==> config.mk <==
export PLATFORM = sky130hd
export DESIGN_NAME = serial_mag_comparator
export DESIGN_NICKNAME = d
export VERILOG_FILES = /design/src/rtl/cmp_pkg.sv /design/src/rtl/slice_cmp.sv /design/src/rtl/serial_mag_comparator.sv
export SDC_FILE = /design/constraint.sdc
export NUM_CORES = 1
export LEC_CHECK = 0
export BUFFER_PORTS_ARGS = -buffer_cell sky130_fd_sc_hd__buf_4
export CELL_PAD_IN_SITES_DETAIL_PLACEMENT = 0
export CELL_PAD_IN_SITES_GLOBAL_PLACEMENT = 2
export CORE_UTILIZATION = 35
export DETAILED_ROUTE_END_ITERATION = 12
export GPL_TIMING_DRIVEN = 0
export HOLD_SLACK_MARGIN = 0.1
export PLACE_DENSITY = 0.76
export SYNTH_ARGS = -nofsm -noshare
export SYNTH_HDL_FRONTEND = slang
export SYNTH_SLANG_ARGS = --single-unit
==> constraint.sdc <==
create_clock -name clk -period 3.6 [get_ports clk]
set_clock_uncertainty 0.2 [all_clocks]
set_input_delay 0 -clock clk [delete_from_list [all_inputs] [get_ports clk]]
set_output_delay 0 -clock clk [all_outputs]
set_load 0.1 [all_outputs]
==> src/rtl/cmp_pkg.sv <==
// Shared encodings for the serial magnitude comparator.
// Holds the FSM state codes and the internal 2-bit result code.
package cmp_pkg;

    localparam logic [1:0] ST_IDLE = 2'd0;
    localparam logic [1:0] ST_CMP  = 2'd1;
    localparam logic [1:0] ST_DONE = 2'd2;

    // RES_NONE marks "no result yet" so eq/lt/gt can all read 0.
    localparam logic [1:0] RES_NONE = 2'd0;
    localparam logic [1:0] RES_EQ   = 2'd1;
    localparam logic [1:0] RES_LT   = 2'd2;
    localparam logic [1:0] RES_GT   = 2'd3;

endpackage

==> src/rtl/slice_cmp.sv <==
// Combinational compare of one SLICE-bit slice.
// Ports: xs/ys slice operands, invert_msb selects offset-binary
// handling of the slice MSB; s_eq = slices equal, s_lt = xs < ys.
module slice_cmp #(
    parameter int SLICE = 4
) (
    input  logic [SLICE-1:0] xs,
    input  logic [SLICE-1:0] ys,
    input  logic             invert_msb,
    output logic             s_eq,
    output logic             s_lt
);

    logic [SLICE-1:0] msk;
    logic [SLICE-1:0] xm;
    logic [SLICE-1:0] ym;

    always_comb begin
        msk            = '0;
        msk[SLICE-1]   = invert_msb;
        xm             = xs ^ msk;
        ym             = ys ^ msk;
        s_eq           = &(~(xs ^ ys));
        s_lt           = (xm < ym);
    end

endmodule

==> src/rtl/serial_mag_comparator.sv <==
// Multi-cycle eq/lt/gt comparator, SLICE bits per cycle, MSB first,
// stopping at the first differing slice.
// Ports: start/is_signed/a/b request a compare; busy/done handshake;
// eq/lt/gt result and slices_used (slices examined) hold until the
// next accepted start.
module serial_mag_comparator
    import cmp_pkg::*;
#(
    parameter int WIDTH = 16,
    parameter int SLICE = 4
) (
    input  logic                           clk,
    input  logic                           rst_n,
    input  logic                           start,
    input  logic                           is_signed,
    input  logic [WIDTH-1:0]               a,
    input  logic [WIDTH-1:0]               b,
    output logic                           busy,
    output logic                           done,
    output logic                           eq,
    output logic                           lt,
    output logic                           gt,
    output logic [$clog2(WIDTH/SLICE):0]   slices_used
);

    localparam int NSLICE = WIDTH / SLICE;
    localparam int IW     = (NSLICE > 1) ? $clog2(NSLICE) : 1;
    localparam int SW     = $clog2(NSLICE) + 1;

    if (SLICE < 1 || SLICE > WIDTH) begin : g_bad_slice
        $error("SLICE must satisfy 1 <= SLICE <= WIDTH");
    end
    if (WIDTH % SLICE != 0) begin : g_bad_width
        $error("WIDTH must be a multiple of SLICE");
    end

    logic [1:0]       state_q, state_d;
    logic [WIDTH-1:0] a_q, a_d;
    logic [WIDTH-1:0] b_q, b_d;
    logic             sgn_q, sgn_d;
    logic [IW-1:0]    idx_q, idx_d;
    logic [1:0]       res_q, res_d;
    logic [SW-1:0]    used_q, used_d;

    logic [SLICE-1:0] xs;
    logic [SLICE-1:0] ys;
    logic             top_slice;
    logic             s_eq;
    logic             s_lt;

    // Slice select: one shared comparator fed by a mux.
    always_comb begin
        xs = '0;
        ys = '0;
        for (int i = 0; i < NSLICE; i++) begin
            if (idx_q == IW'(i)) begin
                xs = a_q[i*SLICE +: SLICE];
                ys = b_q[i*SLICE +: SLICE];
            end
        end
        top_slice = (idx_q == IW'(NSLICE - 1));
    end

    // Signed order equals unsigned order once the sign bit is flipped,
    // and only the top slice carries the sign bit.
    slice_cmp #(
        .SLICE (SLICE)
    ) u_slice_cmp (
        .xs         (xs),
        .ys         (ys),
        .invert_msb (sgn_q & top_slice),
        .s_eq       (s_eq),
        .s_lt       (s_lt)
    );

    always_comb begin
        state_d = state_q;
        a_d     = a_q;
        b_d     = b_q;
        sgn_d   = sgn_q;
        idx_d   = idx_q;
        res_d   = res_q;
        used_d  = used_q;
        case (state_q)
            ST_CMP: begin
                if (!s_eq) begin
                    res_d   = s_lt ? RES_LT : RES_GT;
                    used_d  = SW'(NSLICE - int'(idx_q));
                    state_d = ST_DONE;
                end else if (idx_q == '0) begin
                    res_d   = RES_EQ;
                    used_d  = SW'(NSLICE);
                    state_d = ST_DONE;
                end else begin
                    idx_d = idx_q - 1'b1;
                end
            end
            ST_IDLE, ST_DONE: begin
                state_d = ST_IDLE;
                if (start) begin
                    a_d     = a;
                    b_d     = b;
                    sgn_d   = is_signed;
                    idx_d   = IW'(NSLICE - 1);
                    res_d   = RES_NONE;
                    used_d  = '0;
                    state_d = ST_CMP;
                end
            end
            default: state_d = ST_IDLE;
        endcase
    end

    always_ff @(posedge clk or negedge rst_n) begin
        if (!rst_n) begin
            state_q <= ST_IDLE;
            a_q     <= '0;
            b_q     <= '0;
            sgn_q   <= 1'b0;
            idx_q   <= '0;
            res_q   <= RES_NONE;
            used_q  <= '0;
        end else begin
            state_q <= state_d;
            a_q     <= a_d;
            b_q     <= b_d;
            sgn_q   <= sgn_d;
            idx_q   <= idx_d;
            res_q   <= res_d;
            used_q  <= used_d;
        end
    end

    assign busy        = (state_q == ST_CMP);
    assign done        = (state_q == ST_DONE);
    assign eq          = (res_q == RES_EQ);
    assign lt          = (res_q == RES_LT);
    assign gt          = (res_q == RES_GT);
    assign slices_used = used_q;

endmodule

==> qor.yml, run 1 <==
run_status: "finished clean"
drt_iter0_drc: 35
start_util_pct: 37.0
end_kind: "flop"
fp.dieH_um: 78.7
syn2layout_area_growth_pct: 42.7
fin_crit_ns: 3.05
grt_pass1_wl_mm: 7.56
whs_ns: 0.268
routed_wirelength_mm: 4.43
yosys.area_share.simple_pct: 10.3
multi_input_area_um2: 952
yosys.area.top_type: "dfrtp_1"
crit_arrival_ns: 3.03
placed_area_um2: 2470
syn-num-nets: 210
synth_compound_area_share_pct: 12.4
root_buffer: "clkbuf_8"
max_freq_mhz: 328
netlist_instances: 167
cts_tree: "yes"
hold_violations: 0
rsz0062_at_grt: "no"
ys_warn_count: 0
crit_required_ns: 3.58
final_cells: 327
setup_viol: 0
die-area_um2: 6200
synthMuxAreaShare_pct: 19.2
cts.sinks: 42
yosysSeqAreaShare_pct: 51.0
ys_types: 37
critPathMaxFanout: 10
synth_top_family_by_area: "multiplexers"
crit_type: "flop to flop"
routabilityCongestion: 0.728
clk_latency_ns: 0.29
port_buffers: 43
post-route-util_pct: 52.7
track_usage_pct: 15.8
regArea_um2: 1050
fin_nets: 298
timing.setup.tns_ns: 0
dpl.hpwl_mm: 3.20
crit_path_start_kind: "flop"
maxSlewHeadroom_pct: 57.1
viasPerCell: 4.76
numCtsBuffers: 5
leakage_nw: 1.32
grt_pass1_vias: 1634
place_inst: 282
synth_commonest_cells: "42 x dfrtp_1, 33 x mux2_1, 9 x a21oi_1, 9 x nor2_1"
n_antenna_cell: 0
synthArstFlopShare_pct: 100
wl_per_cell_um: 13.5
synth_fa_ha_area_share_pct: 4.25
drc: 0
report.final.slew_viol_count: 0
pin_count: 44
antenna_found_initial: 0
min_period_over_period_pct: 84.7
ant_nets: 0
dr.pass1.iters: 4
synthesis.area_um2: 2060
cts_resized: 0
ir_drop_v: 0.000327
cts_max_level: 2
min_path_type: "primary input to flop"
final_layout_size_suffix_gt1_share_pct: 24.3
synthXorXnorAreaFrac_pct: 0
maxCapViolations: 0
syn_area_per_cell_um2: 12.3
die_x_um: 78.7
clock_tree.buffer_depth: 2
synthTopCellsByArea: "dfrtp_1 51%, mux2_1 18%, ha_1 4.3%"
yosysMostFrequentCell: "dfrtp_1"
via_count: 1555
ys.flop_type: "dfrtp_1"
synth.top_cell.area_share_pct: 51.0
synth_seq_cells: 42
grt_start_max_net_pins: 43
grt-ovfl-total: 0
p_per_area_nw_per_um2: 741
fp.coreArea_um2: 5570
synth_edf_count: 0
nFillCells: 494
row_count: 27
postLayoutCellArea_um2: 2940
tightest_slew_ns: 0.643
path_clk_slew_ns: 0.07
[registers in the layout, summed over array words and instances, names as in the netlist]
signal and count:
res_q 2, a_q 16, idx_q 2, slices_used 3, b_q 16, state_q 2, sgn_q 1
[repair_timing]
action                    CTS  global route
setup buffers               0             0
hold buffers               38             0
hold endpoints to repair   76             0
[placed cells by master, fill, tap and decap left out, types with 6 or more instances in the layout]
cell,n
a21oi_1,9
buf_4,43
dfrtp_1,42
dlygate4sd3_1,37
ha_1,7
mux2_1,33
nand2_1,7
nor2_1,9
nor2b_1,6
o21ai_1,7
[layer usage]
metal | track usage, % | share of wire [%] | vias to the layer above
met4 | 4.44 | 1.1 | 0
met1 | 18.8 | 45 | 742
met2 | 28.5 | 51 | 31
li1 | - | - | 777
met3 | 3.56 | 3.2 | 5
met5 | 0 | 0 | -
[metrics by stage]
stage / setup WS [ns] / total power [W]
floorplan: 0.916 / 0.00162
global placement: 0.548 / 0.00185
detailed placement: 0.522 / 0.00188
CTS: 0.521 / 0.00221
global route: 0.282 / 0.00235
finish: 0.550 / 0.00218
[area by class of cell]
class                   instances  share of cell area, %
plain buffers                   8                   1.57
inverters                       3                  0.383
repair buffers                 81                   24.3
flip-flops and latches         42                   35.7
well taps                      72                   3.06
multi-input cells             114                   32.4
clock buffers                   7                   2.60
[logic make-up after synthesis]
kind of cell / count (synthesis)
flops: 42
compound gates: 37
mux: 35
simple gates: 35
buf+inv: 11
fa+ha+maj: 7
[report_power, final]
part	leakage [nW]	switching, W	internal, W
Combinational	0.792	0.000676	0.000476
Clock	0.0383	0.000145	0.000134
Sequential	0.493	0.000103	0.000645
[critical path: stages, from the launching register on]
cell and delay, ns:
dfrtp_1 0.43, inv_1 0.14, ha_1 0.33, clkbuf_1 0.37
nor2_1 0.09, a21oi_1 0.15, o21ai_1 0.08, ha_1 0.31
nand2b_1 0.15, a21o_1 0.18, a21oi_1 0.17, o21ai_0 0.13
a22o_1 0.22
[final timing paths]
check                           startpoint  depth (start not counted)        to  slack [ns]
worst max-delay path              idx_q[0]                         12  res_q[0]        0.55
worst min-delay path                 a[10]                          3   a_q[10]        0.27
worst max register to register    idx_q[0]                         12  res_q[0]        0.55
worst min register to register      a_q[1]                          1    a_q[1]        0.29
max in group asynchronous            rst_n                          4   a_q[13]        2.45
min in group asynchronous            rst_n                          4   b_q[15]        0.53
Note: power is estimated with default switching activity, not from simulation.
==> run 2: changes to the inputs <==
ABC_AREA = 1   (was unset)
CORE_UTILIZATION = 34   (was 35)
PLACE_DENSITY = 0.77   (was 0.76)
clock period = 2.95 ns   (was 3.6 ns; I/O delays follow)
==> qor.yml, run 2 <==
viasPerCell: 4.60  # -3.3%
layout_common_cells: "44 x buf_4, 42 x dfrtp_1, 40 x nand2_1"
nFillCells: 565  # +14%
min_path_type: "primary input to flop"
synth_fa_ha_area_share_pct: 4.19  # -0.061 points
cts_max_level: 2  # unchanged
ys.flop_type: "dfrtp_1"
final_common_cell: "buf_4"
grt_pass1_vias: 1695  # +3.7%
multi_input_area_um2: 940  # -1.3%
wl_per_cell_um: 12.9  # -5.0%
cts.sinks: 42  # unchanged
clk_latency_ns: 0.30  # about the same
fin_crit_ns: 2.67  # -0.384 ns
comb_power_share_pct: 55.6  # +2.7 points
yosysMostFrequentCell: "dfrtp_1"
report.final.slew_viol_count: 0  # unchanged
whs_ns: 0.119  # -0.149 ns
grt-ovfl-total: 0  # unchanged
numCtsBuffers: 5  # unchanged
seq_power_share_pct: 31.4  # -3.0 points
ys_types: 21  # -43%
regArea_um2: 1050  # unchanged
power.share.clock_pct: 13.0  # +0.2 points
crit_arrival_ns: 2.66  # -0.37 ns
layout_setup_ws_ns: 0.284  # -0.266 ns
syn-num-nets: 244  # +16%
timing.setup.tns_ns: 0  # unchanged
synth_commonest_cells: "42 x dfrtp_1, 40 x nand2_1, 31 x mux2_2"
die_x_um: 80.4  # +2.1%
crit_path_start_kind: "flop"
start_util_pct: 35.3  # -1.7 points
synthTopCellsByArea: "dfrtp_1 50%, mux2_2 17%, nand2_1 7.2%"
ant_nets: 0  # unchanged
path_clk_slew_ns: 0.08  # about the same
grt_start_max_net_pins: 43  # unchanged
synthXorXnorAreaFrac_pct: 0  # unchanged
fin_nets: 330  # +11%
synth_seq_cells: 42  # unchanged
yosys.area.top_type: "dfrtp_1"
synth_edf_count: 0  # unchanged
root_buffer: "clkbuf_8"
synth.top_cell.area_share_pct: 50.3  # -0.73 points
max_freq_mhz: 375  # +14%
row_count: 28  # +3.7%
dr.pass1.iters: 4  # unchanged
postLayoutCellArea_um2: 2980  # +1.3%
drc: 0  # unchanged
postCtsSetupBuffers: 0  # unchanged
tightest_slew_ns: 0.325  # -0.318 ns
syn2layout_area_growth_pct: 42.4
maxSlewHeadroom_pct: 78.3  # +21 points
antenna_found_initial: 0  # unchanged
ir_drop_v: 0.000613  # +88%
hold_violations: 0  # unchanged
via_count: 1670  # +7.4%
fp.coreArea_um2: 5920  # +6.2%
p_per_area_nw_per_um2: 973  # +31%
netlist_instances: 201  # +20%
die-area_um2: 6470  # +4.3%
maxCapViolations: 0  # unchanged
yosysSeqAreaShare_pct: 50.3  # -0.73 points
min_period_over_period_pct: 90.4  # +5.6 points
syn_area_per_cell_um2: 10.4  # -16%
grt_pass1_wl_mm: 8.11  # +7.3%
track_usage_pct: 16.9  # +1.1 points
synthesis.area_um2: 2090  # +1.5%
clock_tree.buffer_depth: 2  # unchanged
fp.dieH_um: 80.4  # +2.1%
setup_viol: 0  # unchanged
placed_area_um2: 2510  # +1.4%
run_status: "finished clean"
post-route-util_pct: 50.3  # -2.5 points
pin_count: 44  # unchanged
synthMuxAreaShare_pct: 16.7  # -2.6 points
synth_top_family_by_area: "multiplexers"
p_int_w: 0.00155  # +24%
port_buffers: 43  # unchanged
crit_required_ns: 2.94  # -0.64 ns
routed_wirelength_mm: 4.67  # +5.4%
post-place-ws_ns: 0.193  # -0.329 ns
drt_iter0_drc: 60  # +71%
synth_compound_area_share_pct: 7.54  # -4.9 points
netSwitchingFraction_pct: 46.4  # +4.0 points
n_antenna_cell: 0  # unchanged
end_kind: "flop"
dpl.hpwl_mm: 3.17  # -1.1%
critPathMaxFanout: 10  # unchanged
ys_warn_count: 0  # unchanged
cts_tree: "yes"
synthArstFlopShare_pct: 100  # unchanged
yosys.area_share.simple_pct: 16.0  # +5.8 points
routabilityCongestion: 0.778  # +6.8%
leakage_nw: 1.43  # +8.4%
switchingPower_w: 0.00135  # +46%
rsz0062_at_grt: "no"
final_layout_size_suffix_gt1_share_pct: 36.8  # +12 points
crit_type: "flop to flop"
[run 2: through the flow]
stage	power (W)	std cells
final	0.00290	363
after global routing	0.00315	363
after global placement	0.00248	319
after floorplan	0.00214	201
after CTS	0.00292	363
after detailed placement	0.00250	319
[run 2: metal layers]
metal	track usage (%)	wire, um	vias to the layer above
met2	28.9	2320	36
met5	0	0	-
met4	5.18	58	0
met3	3.52	194	7
li1	-	-	836
met1	21.3	2100	791
[run 2: worst paths after layout]
kind	slack [ns]	cells after the start	to	start
setup reg to reg	0.28	15	res_q[0]	idx_q[0]
max in group asynchronous	1.80	4	b_q[15]	rst_n
setup / recovery	0.28	15	res_q[0]	idx_q[0]
min in group asynchronous	0.54	4	idx_q[0]	rst_n
hold reg to reg	0.28	2	slices_used[2]	slices_used[2]
hold / removal	0.12	4	b_q[3]	start
[run 2: power groups by stage]
stage,Combinational [W],Clock [W],Sequential [W]
2_1_floorplan,0.00115,0,0.000987
3_3_place_gp,0.00157,0,0.000916
3_5_place_dp,0.00157,0,0.000922
4_1_cts,0.00162,0.000392,0.000909
5_1_grt,0.00180,0.000419,0.000935
6_report,0.00161,0.000377,0.000910
[run 2: cells by family (layout without fill, tap and decap cells)]
group	after synthesis	in the layout
AOI/OAI and AO/OA	27	27
adders and majority gates	7	7
buffers and inverters	25	112
DFF	42	42
muxes	31	31
and+or+nand+nor	69	69
[run 2: what timing repair did]
| item | in CTS | in global routing |
|---|---|---|
| hold buffers | 36 | 0 |
| endpoints found under the hold margin | 75 | 0 |
| setup endpoints to repair | 0 | 1 |
| gates resized for setup | 0 | 3 |
[run 2: layout make-up]
| class | instances | area share [%] |
|---|---|---|
| plain buffers | 6 | 1.30 |
| inverters | 19 | 2.39 |
| multi-input cells | 134 | 31.6 |
| flip-flops and latches | 42 | 35.3 |
| clock inverters | 3 | 0.714 |
| well taps | 75 | 3.15 |
| repair buffers | 79 | 23.3 |
| clock buffers | 5 | 2.31 |
[run 2: worst max-delay path, stage by stage, from the launching register on]
cell,delay (ns)
dfrtp_1,0.43
inv_1,0.12
ha_1,0.36
inv_2,0.18
o21ai_0,0.17
a21oi_1,0.05
a21oi_1,0.17
ha_1,0.27
nand2_1,0.07
inv_1,0.08
nor2_1,0.09
o21ai_0,0.09
nand3_1,0.09
nand3_1,0.07
nand3_1,0.07
nand2_1,0.05
